[src/rtl/game_flow_ctrl.sv]
// game_flow_ctrl: screen sequencer for the escape game.
// Owns menu cursor, per-stage progress (keys, lives, task) and the stage unlock mask.
module game_flow_ctrl #(
  parameter int unsigned INVULN_CYCLES = 50_000_000
) (
  input  logic       clk,
  input  logic       rst_n,
  input  logic       btn_up,
  input  logic       btn_down,
  input  logic       btn_enter,
  input  logic       btn_esc,
  input  logic       key_hit,
  input  logic       light_hit,
  input  logic       door_hit,
  input  logic       hazard_hit,
  output logic [3:0] state,
  output logic [1:0] key_find,
  output logic [1:0] life,
  output logic [1:0] todo,
  output logic [3:0] play_valid,
  output logic [1:0] cursor,
  output logic       stage_start
);

  typedef enum logic [3:0] {
    ST_TITLE    = 4'd0,
    ST_STAFF    = 4'd1,
    ST_STAGE1   = 4'd2,
    ST_SUCCESS1 = 4'd3,
    ST_STAGE2   = 4'd4,
    ST_SUCCESS2 = 4'd5,
    ST_STAGE3   = 4'd6,
    ST_SUCCESS3 = 4'd7,
    ST_FAIL     = 4'd8,
    ST_HELP     = 4'd9
  } state_e;

  typedef enum logic [1:0] {
    TODO_NONE  = 2'd0,
    TODO_KEY   = 2'd1,
    TODO_LIGHT = 2'd2,
    TODO_DOOR  = 2'd3
  } todo_e;

  localparam logic [31:0] INVULN_LOAD = 32'(INVULN_CYCLES);

  state_e      state_q, state_d;
  todo_e       todo_q, todo_d;
  logic [1:0]  cursor_q, cursor_d;
  logic [1:0]  key_find_q, key_find_d;
  logic [1:0]  life_q, life_d;
  logic [3:0]  play_valid_q, play_valid_d;
  logic        stage_start_q, stage_start_d;
  logic [31:0] invuln_q, invuln_d;
  logic [1:0]  cursor_max;
  logic        in_stage;

  always_comb begin
    in_stage = (state_q == ST_STAGE1) || (state_q == ST_STAGE2) || (state_q == ST_STAGE3);
    case (state_q)
      ST_TITLE:                          cursor_max = 2'd3;
      ST_SUCCESS1, ST_SUCCESS2, ST_FAIL: cursor_max = 2'd1;
      default:                           cursor_max = 2'd0;
    endcase
  end

  always_comb begin
    state_d       = state_q;
    todo_d        = todo_q;
    cursor_d      = cursor_q;
    key_find_d    = key_find_q;
    life_d        = life_q;
    play_valid_d  = play_valid_q;
    stage_start_d = 1'b0;
    invuln_d      = (state_q == ST_STAGE3 && invuln_q != '0) ? invuln_q - 32'd1 : invuln_q;

    if (in_stage) begin
      // One gameplay event per cycle; a blocked hazard falls through to the next event.
      if (btn_esc) begin
        state_d = ST_TITLE;
      end else if (hazard_hit && state_q == ST_STAGE3 && invuln_q == '0) begin
        if (life_q > 2'd1) begin
          life_d   = life_q - 2'd1;
          invuln_d = INVULN_LOAD;
        end else begin
          life_d  = 2'd0;
          state_d = ST_FAIL;
        end
      end else if (door_hit && todo_q == TODO_DOOR) begin
        todo_d = TODO_NONE;
        case (state_q)
          ST_STAGE1: state_d = ST_SUCCESS1;
          ST_STAGE2: state_d = ST_SUCCESS2;
          default:   state_d = ST_SUCCESS3;
        endcase
      end else if (light_hit && todo_q == TODO_LIGHT) begin
        todo_d = TODO_KEY;
      end else if (key_hit && todo_q == TODO_KEY) begin
        key_find_d = key_find_q + 2'd1;
        if (key_find_q == 2'd2) todo_d = TODO_DOOR;
      end
    end else if (btn_enter) begin
      case (state_q)
        ST_TITLE: begin
          case (cursor_q)
            2'd0:    state_d = ST_STAGE1;
            2'd1:    if (play_valid_q[2]) state_d = ST_STAGE2;
            2'd2:    if (play_valid_q[3]) state_d = ST_STAGE3;
            default: state_d = ST_HELP;
          endcase
        end
        ST_HELP, ST_STAFF: state_d = ST_TITLE;
        ST_SUCCESS1:       state_d = (cursor_q == 2'd0) ? ST_STAGE2 : ST_TITLE;
        ST_SUCCESS2:       state_d = (cursor_q == 2'd0) ? ST_STAGE3 : ST_TITLE;
        ST_SUCCESS3:       state_d = ST_STAFF;
        ST_FAIL:           state_d = (cursor_q == 2'd0) ? ST_STAGE3 : ST_TITLE;
        default:           state_d = state_q;
      endcase
    end else if (btn_up && !btn_down) begin
      cursor_d = (cursor_q == 2'd0) ? cursor_max : cursor_q - 2'd1;
    end else if (btn_down && !btn_up) begin
      cursor_d = (cursor_q >= cursor_max) ? 2'd0 : cursor_q + 2'd1;
    end

    // Entry actions shared by every path into a given screen.
    if (state_d != state_q) begin
      cursor_d = 2'd0;
      case (state_d)
        ST_STAGE1, ST_STAGE2, ST_STAGE3: begin
          key_find_d    = 2'd0;
          stage_start_d = 1'b1;
          todo_d        = (state_d == ST_STAGE2) ? TODO_LIGHT : TODO_KEY;
          life_d        = (state_d == ST_STAGE3) ? 2'd3 : 2'd0;
        end
        ST_TITLE: begin
          key_find_d = 2'd0;
          life_d     = 2'd0;
          todo_d     = TODO_NONE;
        end
        ST_SUCCESS1: play_valid_d[2] = 1'b1;
        ST_SUCCESS2: play_valid_d[3] = 1'b1;
        default: ;
      endcase
    end

    if (state_d != ST_STAGE3 || state_d != state_q) invuln_d = '0;
  end

  always_ff @(posedge clk or negedge rst_n) begin
    if (!rst_n) begin
      state_q       <= ST_TITLE;
      todo_q        <= TODO_NONE;
      cursor_q      <= 2'd0;
      key_find_q    <= 2'd0;
      life_q        <= 2'd0;
      play_valid_q  <= 4'b0011;
      stage_start_q <= 1'b0;
      invuln_q      <= '0;
    end else begin
      state_q       <= state_d;
      todo_q        <= todo_d;
      cursor_q      <= cursor_d;
      key_find_q    <= key_find_d;
      life_q        <= life_d;
      play_valid_q  <= play_valid_d;
      stage_start_q <= stage_start_d;
      invuln_q      <= invuln_d;
    end
  end

  assign state       = state_q;
  assign todo        = todo_q;
  assign cursor      = cursor_q;
  assign key_find    = key_find_q;
  assign life        = life_q;
  assign play_valid  = play_valid_q;
  assign stage_start = stage_start_q;

endmodule

[config.mk]
export PLATFORM = sky130hd
export DESIGN_NAME = game_flow_ctrl
export DESIGN_NICKNAME = d
export VERILOG_FILES = /design/src/rtl/game_flow_ctrl.sv
export SDC_FILE = /design/constraint.sdc
export NUM_CORES = 1
export LEC_CHECK = 0
export ABC_AREA = 0
export CELL_PAD_IN_SITES_DETAIL_PLACEMENT = 1
export CELL_PAD_IN_SITES_GLOBAL_PLACEMENT = 1
export CORE_ASPECT_RATIO = 1.5
export CORE_MARGIN = 2
export CORE_UTILIZATION = 44
export DETAILED_ROUTE_END_ITERATION = 10
export PLACE_DENSITY_LB_ADDON = 0.15
export RECOVER_POWER = 25
export SYNTH_ARGS = -nofsm -noshare
export SYNTH_HDL_FRONTEND = slang
export SYNTH_SLANG_ARGS = --single-unit
[constraint.sdc]
create_clock -name clk -period 2.95 [get_ports clk]
set_input_delay 0.59 -clock clk [delete_from_list [all_inputs] [get_ports clk]]
set_output_delay 0.59 -clock clk [all_outputs]
set_load 0.05 [all_outputs]
== Word level (Yosys, flattened, before mapping) ==
Cells that the tools add are included.
Word-level totals
  bits in latches: 0
  flip-flop bits (word level): 47
  bits in writable memories: 0
  word-level logic and storage cells: 121
  ROM bits: 0
  output and inout bits: 17
  memories kept: 0
Cells by class
  muxes and demuxes: 54
  bitwise gates (word level): 0
  reduce and logical (&&, ||, !) cells: 27
  $mul: 0
  div/mod/pow operators: 0
  add/subtract/negate cells: 5
  equality and inequality tests: 24
  magnitude comparators: 2
  shifts and indexed selects: 0
Operators with widths (number)
  $mux 32: 6
  $mux 2: 30
  $logic_not 32->1: 1
  $mux 4: 8
  $reduce_bool 32->1: 1
  $sub 32x1->32 const B: 1
  $eq 4x3->1 const B: 7
  $pmux 4 s5: 1
  $eq 4x2->1 const B: 4
  $pmux 2 s2: 3
  $pmux 4 s3: 1
  $eq 2x2->1 const B: 4
  $eq 4x4->1 const B: 2
  $logic_and 1x1->1: 8
  $logic_not 4->1: 2
  $mux 3: 2
  $pmux 3 s2: 1
  $reduce_or 3->1: 2
  $add 2x1->2 const B: 2
  $eq 2x1->1 const B: 2
  $eq 4x1->1 const B: 1
  $ne 2x1->1 const B: 2
  $ne 4x3->1 const B: 1
  $ne 4x4->1: 1
  other kinds (12): 19

== Logic depth before layout (Yosys ltp) ==
Gate-level depths: netlist of run 1.
  word-level depth: 10
  depth in mapped cells: 12
  depth with buffers taken out: 10

== Worst setup path after synthesis of run 1 ==
Ideal clock, no wire load.
  path type: flip-flop to flip-flop
  start point: register state_q[1], in the netlist state[1]
  end point: register todo_q[1], in the netlist todo[1]
  arrival time: 2.634 ns
  setup slack: 0.238 ns
  stages on the path, launching flop included: 10
  period minus slack after synthesis: 2.712 ns
  buffers on the path: 1
  cells stage by stage: dfrtp_1 -> clkbuf_1 -> nor4_1 -> inv_1 -> or3_1 -> a211o_2 -> and2_1 -> a211oi_2 -> a221oi_1 -> a21oi_1
Between the ends
  word-level cells in the longest chain between the ends: 10
  elaborated cells between the ends (all ways): 39
  those cells by class: eq/ne (13); mux (17); reduce/logical (9)
RTL lines
  start: declaration: line 47  | state_e state_q, state_d;
  start signal: assignment: line 160  | state_q <= state_d;
  $eq 4x3->1, or another cell as far along: line 59, 91
  $pmux 3 s2 / $logic_and 1x1->1 (equally long branches): line 91, 81
  $mux 4 / $logic_and 1x1->1 (equally long branches): line 89, 81
  $mux 4: line 81  | end else if (hazard_hit && state_q == ST_STAGE3 && invuln_q == '0) begin
  $mux 4: line 79  | if (btn_esc) begin
  $mux 4: line 77  | if (in_stage) begin
  $eq 4x3->1, or another cell as far along: line 128, 132
  $reduce_or 3->1 / $mux 2 (equally long branches): line 128, 132
  $pmux 2 s2: line 128  | case (state_d)
  $mux 2 (*): line 126  | if (state_d != state_q) begin
  net todo_d[1]: line 48  | todo_e todo_q, todo_d;
  end signal: assignment: line 161  | todo_q <= todo_d;
  end: declaration: line 48
The timed path passes the listed nets; every way through them passes the cells marked *.
A chain may end at the register's enable or synchronous reset.

== Worst setup path after layout of run 1 ==
  start point: register invuln_q[5]
  end point: register invuln_q[25]
Between the ends
  word-level cells in the longest chain between the ends: 8
  elaborated cells between the ends (all ways): 17
  those cells by class: add/sub (1); eq/ne (2); mux (9); reduce/logical (5)
RTL lines
  start: declaration: line 54  | logic [31:0] invuln_q, invuln_d;
  start signal: assignment: line 167  | invuln_q <= invuln_d;
  branches (longest 7 deep; another with $sub 32x1->32)
  $mux 32 (*): line 146  | if (state_d != ST_STAGE3 || state_d != state_q) invuln_d = '0;
  net invuln_d[25]: line 54
Mark *: on every way through the listed nets, which the timed path passes.

==> out/results.ini, run 1 <==
[outcome]
status = finished with violations
failed_checks = max-capacitance violations, max-slew violations

[sta]
setup_slack_ns = 0.1885
period_needed_ns = 2.762
max-slew-margin-rel = -0.03636
fmax_mhz = 362.1
finalMaxSlewViolations = 30
finalCritPeriodShare = 0.9361
setup_viol = 0
tns_ns = 0
worst_slew_pin_slew_ns = 1.555
finalHoldViolations = 0
finClkSkew_ns = 0.006965
rsz0062_at_grt = false

[synth]
dominantRegCellSynth = dfrtp_1
synth_area_mm2 = 0.002972
synth_edf_count = 0
yosysSeqAreaShare = 0.3958
yosys_warnings = 0
yosysUniqueCellTypes = 60
syn_avg_cell_area_um2 = 9.087
ys_ff_latch = 47
synth_async_sr_flop_share = 1.000
synthCells = 327

[setup_path]
cp-start-kind = flip-flop
r2r-end = invuln_q[25]$_DFF_PN0_
critical_path_required_ns = 3.14
critical_path_class = flip-flop to flip-flop
critPathCaptureType = flip-flop
r2r_slack_ns = 0.19
r2r_cells = 7
crit_fanout = 9
reg2reg_from = invuln_q[5]$_DFF_PN0_
arrival_ns = 2.95

[drt]
vias = 2522
wl_mm = 7.323
drt_pre_antenna_iters = 4
first_iter_violations = 69
wl_per_cell_um = 16.57
via_per_inst = 5.706
ant_nets = 0
drc_errors = 0

[clock_tree]
cts_root_buf = clkbuf_8
cts.path.max_buffers = 2
cts_setup_buffers = 0
holdBufCountCts = 0
cts_tree = yes
cts_made_buffers = 5
path_clk_slew_ns = 0.08
clock_latency_ns = 0.30
h-tree-depth = 2
cts_sinks = 47
cts_resized = 0

[floorplanning]
die_area_mm2 = 0.007441
die_height_um = 104.7
start_util = 0.4550
num_rows = 36
ios = 27
core_mm2 = 0.006531
dieWidth_um = 71.10

[global_route]
antenna_found_initial = 0
grt_max_degree = 30
grt_usage = 0.2103
grt_pass1_wl_mm = 12.51
grt_pass1_vias = 2618
grt.overflow.total = 0

[power_and_ir_drop]
power_mw = 2.475
peakVddDrop_mv = 0.5523
p_leak_nw = 1.496
p_per_area_mw_per_mm2 = 711.2

[hold_path]
hold_path_class = input pin to asynchronous set/reset pin

[job]
max-cap-violations = 1

[cells_and_area]
final_area_mm2 = 0.003480
final_cells = 442
syn_to_final_growth_pct = 17.09
diodes = 0
nFillCells = 775
final_cell_mix = 47 x dfrtp_1, 42 x nor2_1, 23 x nand2_1, 23 x clkdlybuf4s50_1
final_common_cell = dfrtp_1
nets = 386
drive_gt1_frac = 0.1503

[place]
hpwl_mm = 5.783
pre_cts_ws_ns = 0.07569
place_congestion = 0.8721
dp_cells = 433
placed_cell_area_mm2 = 0.003396
numPortBuffers = 24

-- critical path, cell delays in order, from the launching register on --
cell and delay [ns]:
dfrtp_1 0.41, or4_4 0.56, or2_2 0.36, or4_4 0.56, and4_1 0.34, a21boi_0 0.21, o21bai_1 0.08, nor3b_1 0.14
-- worst max path at each step --
stage,startpoint,endpoint,slack (ns),depth (start not counted)
after floorplan,state[1]$_DFF_PN0_,todo[1]$_DFF_PN0_,0.24,9
after global placement,btn_enter,invuln_q[25]$_DFF_PN0_,0.17,8
after detailed placement,invuln_q[5]$_DFF_PN0_,life[1]$_DFF_PN0_,0.08,6
after CTS,invuln_q[5]$_DFF_PN0_,life[1]$_DFF_PN0_,0.07,6
after global routing,invuln_q[4]$_DFF_PN0_,invuln_q[25]$_DFF_PN0_,0.03,7
final,invuln_q[5]$_DFF_PN0_,invuln_q[25]$_DFF_PN0_,0.19,7
-- final cells by class --
class / count / area (um2) / share of cell area
inverters: 9 / 33.78 / 0.009709
clock inverters: 1 / 5.005 / 0.001438
flip-flops and latches: 47 / 1176 / 0.3380
well taps: 76 / 95.09 / 0.02733
clock buffers: 7 / 76.32 / 0.02193
multi-input cells: 255 / 1678 / 0.4822
repair buffers: 47 / 415.4 / 0.1194
-- state kept, by name, indices dropped and copies added, names as in the netlist --
register,count
cursor,2
stage_start,1
invuln_q,32
todo,2
key_find,2
life,2
state,4
play_valid,2
-- cell families after synthesis --
family                     synth area share
AOI/OAI and AO/OA                    0.1419
xor gates and xnor gates            0.08253
adders and majority gates           0.04968
buffers and inverters               0.04084
DFF                                  0.3958
muxes                              0.007578
other                              0.001262
and+or+nand+nor                      0.2804
-- where the power goes --
group          switching, mW  internal [mW]  total [mW]
clock                  0.205          0.166       0.371
combinational          0.827          0.486        1.31
sequential            0.0725          0.718       0.790
total                   1.10           1.37        2.47
-- synth_stat cells (all sizes together), types with 2 or more instances --
| cell type | count | area [um2] |
|---|---|---|
| nand2b | 4 | 25.02 |
| nor4bb | 2 | 20.02 |
| a21oi | 19 | 95.09 |
| nor3 | 14 | 81.33 |
| nand4 | 9 | 56.30 |
| o31a | 2 | 17.52 |
| clkbuf | 10 | 47.54 |
| nand3 | 9 | 45.04 |
| and3 | 2 | 13.77 |
| a211oi | 5 | 47.54 |
| o21ai | 11 | 66.32 |
| mux2 | 2 | 22.52 |
| nor3b | 3 | 22.52 |
| xor2 | 7 | 61.31 |
| nor2 | 43 | 168.9 |
| nor4 | 13 | 96.34 |
| o211ai | 3 | 22.52 |
| and2 | 3 | 18.77 |
| a31oi | 2 | 12.51 |
| xnor2 | 21 | 183.9 |
| o21bai | 4 | 30.03 |
| or4 | 4 | 42.54 |
| nor4b | 2 | 17.52 |
| o21a | 3 | 22.52 |
| or3 | 7 | 47.54 |
| dfrtp | 47 | 1176 |
| buf | 7 | 40.03 |
| ha | 11 | 137.6 |
| or2 | 6 | 37.54 |
| inv | 9 | 33.78 |
| nand2 | 23 | 86.33 |
| a22oi | 2 | 15.01 |
-- per-stage QoR --
step	hold slack, ns	utilization
after global routing	0.4963	0.5328
after floorplan	0.2944	-
after global placement	0.5117	0.5199
after detailed placement	0.5060	0.5199
final	0.4195	0.5328
after CTS	0.2138	0.5324
-- metal layers --
| metal | wire [um] | track usage | vias up |
|---|---|---|---|
| met3 | 147 | 0.03086 | 16 |
| met4 | 239 | 0.08625 | 0 |
| met2 | 4039 | 0.3865 | 32 |
| met1 | 2896 | 0.2367 | 1237 |
| met5 | 0 | 0 | - |
| li1 | - | - | 1237 |
Note: power is estimated with default switching activity, not from simulation.
==> run 2: changes to the inputs <==
--- a/config.mk
+++ b/config.mk
@@ -14,2 +14,3 @@
 export DETAILED_ROUTE_END_ITERATION = 10
+export GPL_ROUTABILITY_DRIVEN = 0
 export PLACE_DENSITY_LB_ADDON = 0.15
--- a/constraint.sdc
+++ b/constraint.sdc
@@ -3,2 +3,2 @@
 set_output_delay 0.59 -clock clk [all_outputs]
-set_load 0.05 [all_outputs]
+set_load 0.005 [all_outputs]
==> results of run 2 <==
The final DEF is identical to that of run 1. Status: finished with violations: max-capacitance violations, max-slew violations.
Main changes from that run: total power 2.475 mW -> 2.225 mW; worst IR drop on VDD 0.5523 mV -> 0.5406 mV
==> run 3: changes to the inputs <==
Settings changed: SETUP_SLACK_MARGIN set to 0.5.
==> run 3 against run 2 <==
Effect of this change: the flow now finishes without violations; first-iteration DRC count increased by 100%; global-route usage increased by 5.9 points; cell count increased by 10%; setup slack improved by 0.042 ns; clock power increased by 17%; critical endpoint is now invuln_q[22]$_DFF_PN0_; largest cell class unchanged.
==> out/results.ini, run 3 (synthesis results as in run 1) <==
[clock_tree]
clock_latency_ns = 0.33
cts_root_buf = clkbuf_8
cts.path.max_buffers = 2
cts_sinks = 47
cts_tree = yes
cts_made_buffers = 5
path_clk_slew_ns = 0.11
h-tree-depth = 2

[setup_path]
critical_path_required_ns = 3.19
arrival_ns = 2.96
critPathMaxStageDelay_ns = 0.56
reg2reg_from = invuln_q[6]$_DFF_PN0_
critPathMostFrequentCell = or4_4
cp_slowest_cell = or4_4
cp_cell_sequence = or4_4 > buf_6 > or2_4 > or4_4 > nand4b_1 > buf_4 > buf_8 > nor4_2 > xnor2_1 > a21oi_1
r2r_cells = 10
r2r_slack_ns = 0.23
critical_path_class = flip-flop to flip-flop
cp-start-kind = flip-flop
r2r-end = invuln_q[22]$_DFF_PN0_
crit_fanout = 6
critPathCaptureType = flip-flop

[outcome]
status = finished, final reports clean

[sta]
finalMaxSlewViolations = 0
finalCritPeriodShare = 0.9218
max-slew-margin-rel = 0.2931
finalHoldViolations = 0
setup_slack_ns = 0.2308
hold-worst-slack_ns = 0.2927
worst_slew_pin_slew_ns = 1.060
setup_viol = 0
finClkSkew_ns = 0.02121
fmax_mhz = 367.8
rsz0062_at_grt = true
period_needed_ns = 2.719
tns_ns = 0

[drt]
drt_pre_antenna_iters = 4
ant_nets = 0
wl_per_cell_um = 23.39
vias = 2965
via_per_inst = 6.101
drc_errors = 0
first_iter_violations = 140
wl_mm = 11.37

[global_route]
antenna_found_initial = 0
grt_pass1_wl_mm = 15.66
grt.overflow.total = 0
grt_pass1_vias = 3135
grt_max_degree = 21
grt_usage = 0.2693

[floorplanning]
die_height_um = 104.7
dieWidth_um = 71.10
start_util = 0.4550
die_area_mm2 = 0.007441
ios = 27
num_rows = 36
core_mm2 = 0.006531

[place]
numPortBuffers = 24
hpwl_mm = 5.929
pre_cts_ws_ns = 0.1154

[cells_and_area]
nets = 430
final_cell_mix = 45 x dfrtp_1, 42 x buf_4, 34 x nor2_1
drive_gt1_frac = 0.3585
syn_to_final_growth_pct = 42.19
diodes = 0
largest_register_ffs = 32
final_common_cell = dfrtp_1
regMostFlops = invuln_q
nFillCells = 718

[hold_path]
hold_path_class = input pin to asynchronous set/reset pin

[power_and_ir_drop]
p_int_mw = 1.578
p_sw_mw = 1.213
p_per_area_mw_per_mm2 = 660.6
clockPowerShare = 0.156
pwr-share-seq = 0.299
switching_share = 0.4344
p_leak_nw = 1.782
p_comb_frac = 0.545
peakVddDrop_mv = 0.4287

[job]
max-cap-violations = 0

run 3: cell count changes in the layout (fill, tap and decap cells not counted), sizes merged:
cell and change:
buf +44, clkbuf -2, clkinv +1, inv +1
run 3: per-stage QoR:
step | utilization | power [mW] | area [um2] | std cells
CTS | 0.6061 | 2.545 | 3959 | 475
floorplan | - | 1.431 | 3000 | 328
global route | 0.6469 | 2.916 | 4225 | 486
detailed placement | 0.5236 | 1.879 | 3420 | 435
global placement | 0.5236 | 1.854 | 3420 | 435
finish | 0.6469 | 2.791 | 4225 | 486
run 3: worst max-delay path, delay by kind of cell (launching register included):
| family | cells | cell delay, ns |
|---|---|---|
| AND/OR/NAND/NOR | 5 | 1.47 |
| buffers and inverters | 3 | 0.42 |
| flip-flops | 1 | 0.39 |
| AO/OA/AOI/OAI | 1 | 0.23 |
| XOR/XNOR | 1 | 0.14 |
run 3: what timing repair did:
item	in CTS	in global routing
pin swaps	21	28
setup endpoints to repair	40	43
gates resized for setup	51	38
hold buffers	0	0
cloned	1	0
buffers inserted	31	11
run 3: area by class of cell:
class | count | area [um2] | area share
clock buffer | 5 | 68.82 | 0.01629
clock inverter | 3 | 18.77 | 0.004442
inverter | 9 | 33.78 | 0.007995
sequential | 47 | 1179 | 0.2789
timing repair buffer | 91 | 835.8 | 0.1978
tap | 76 | 95.09 | 0.02251
multi-input combinational | 255 | 1994 | 0.4720
run 3: routing by layer:
metal  vias up  part of all wire  GRT usage
met2        85              0.56     0.4907
met1      1523              0.37     0.2933
met4         0             0.045     0.1482
li1       1326                 -          -
met3        31             0.025    0.03375
met5         -                 0          0
run 3: worst max-delay path by stage:
stage,start,to,cells past startpoint
6_report,invuln_q[6]$_DFF_PN0_,invuln_q[22]$_DFF_PN0_,10
5_1_grt,invuln_q[6]$_DFF_PN0_,invuln_q[22]$_DFF_PN0_,10
4_1_cts,invuln_q[6]$_DFF_PN0_,invuln_q[1]$_DFF_PN0_,8
3_5_place_dp,btn_esc,invuln_q[23]$_DFF_PN0_,9
3_3_place_gp,btn_esc,invuln_q[23]$_DFF_PN0_,9
2_1_floorplan,invuln_q[6]$_DFF_PN0_,invuln_q[12]$_DFF_PN0_,8
run 3: power by group through the flow:
stage	Clock (mW)	Combinational (mW)	Sequential, mW
after floorplan	0	0.626	0.806
after CTS	0.426	1.30	0.815
final	0.435	1.52	0.834
after global routing	0.460	1.61	0.846
after detailed placement	0	1.06	0.824
after global placement	0	1.03	0.823
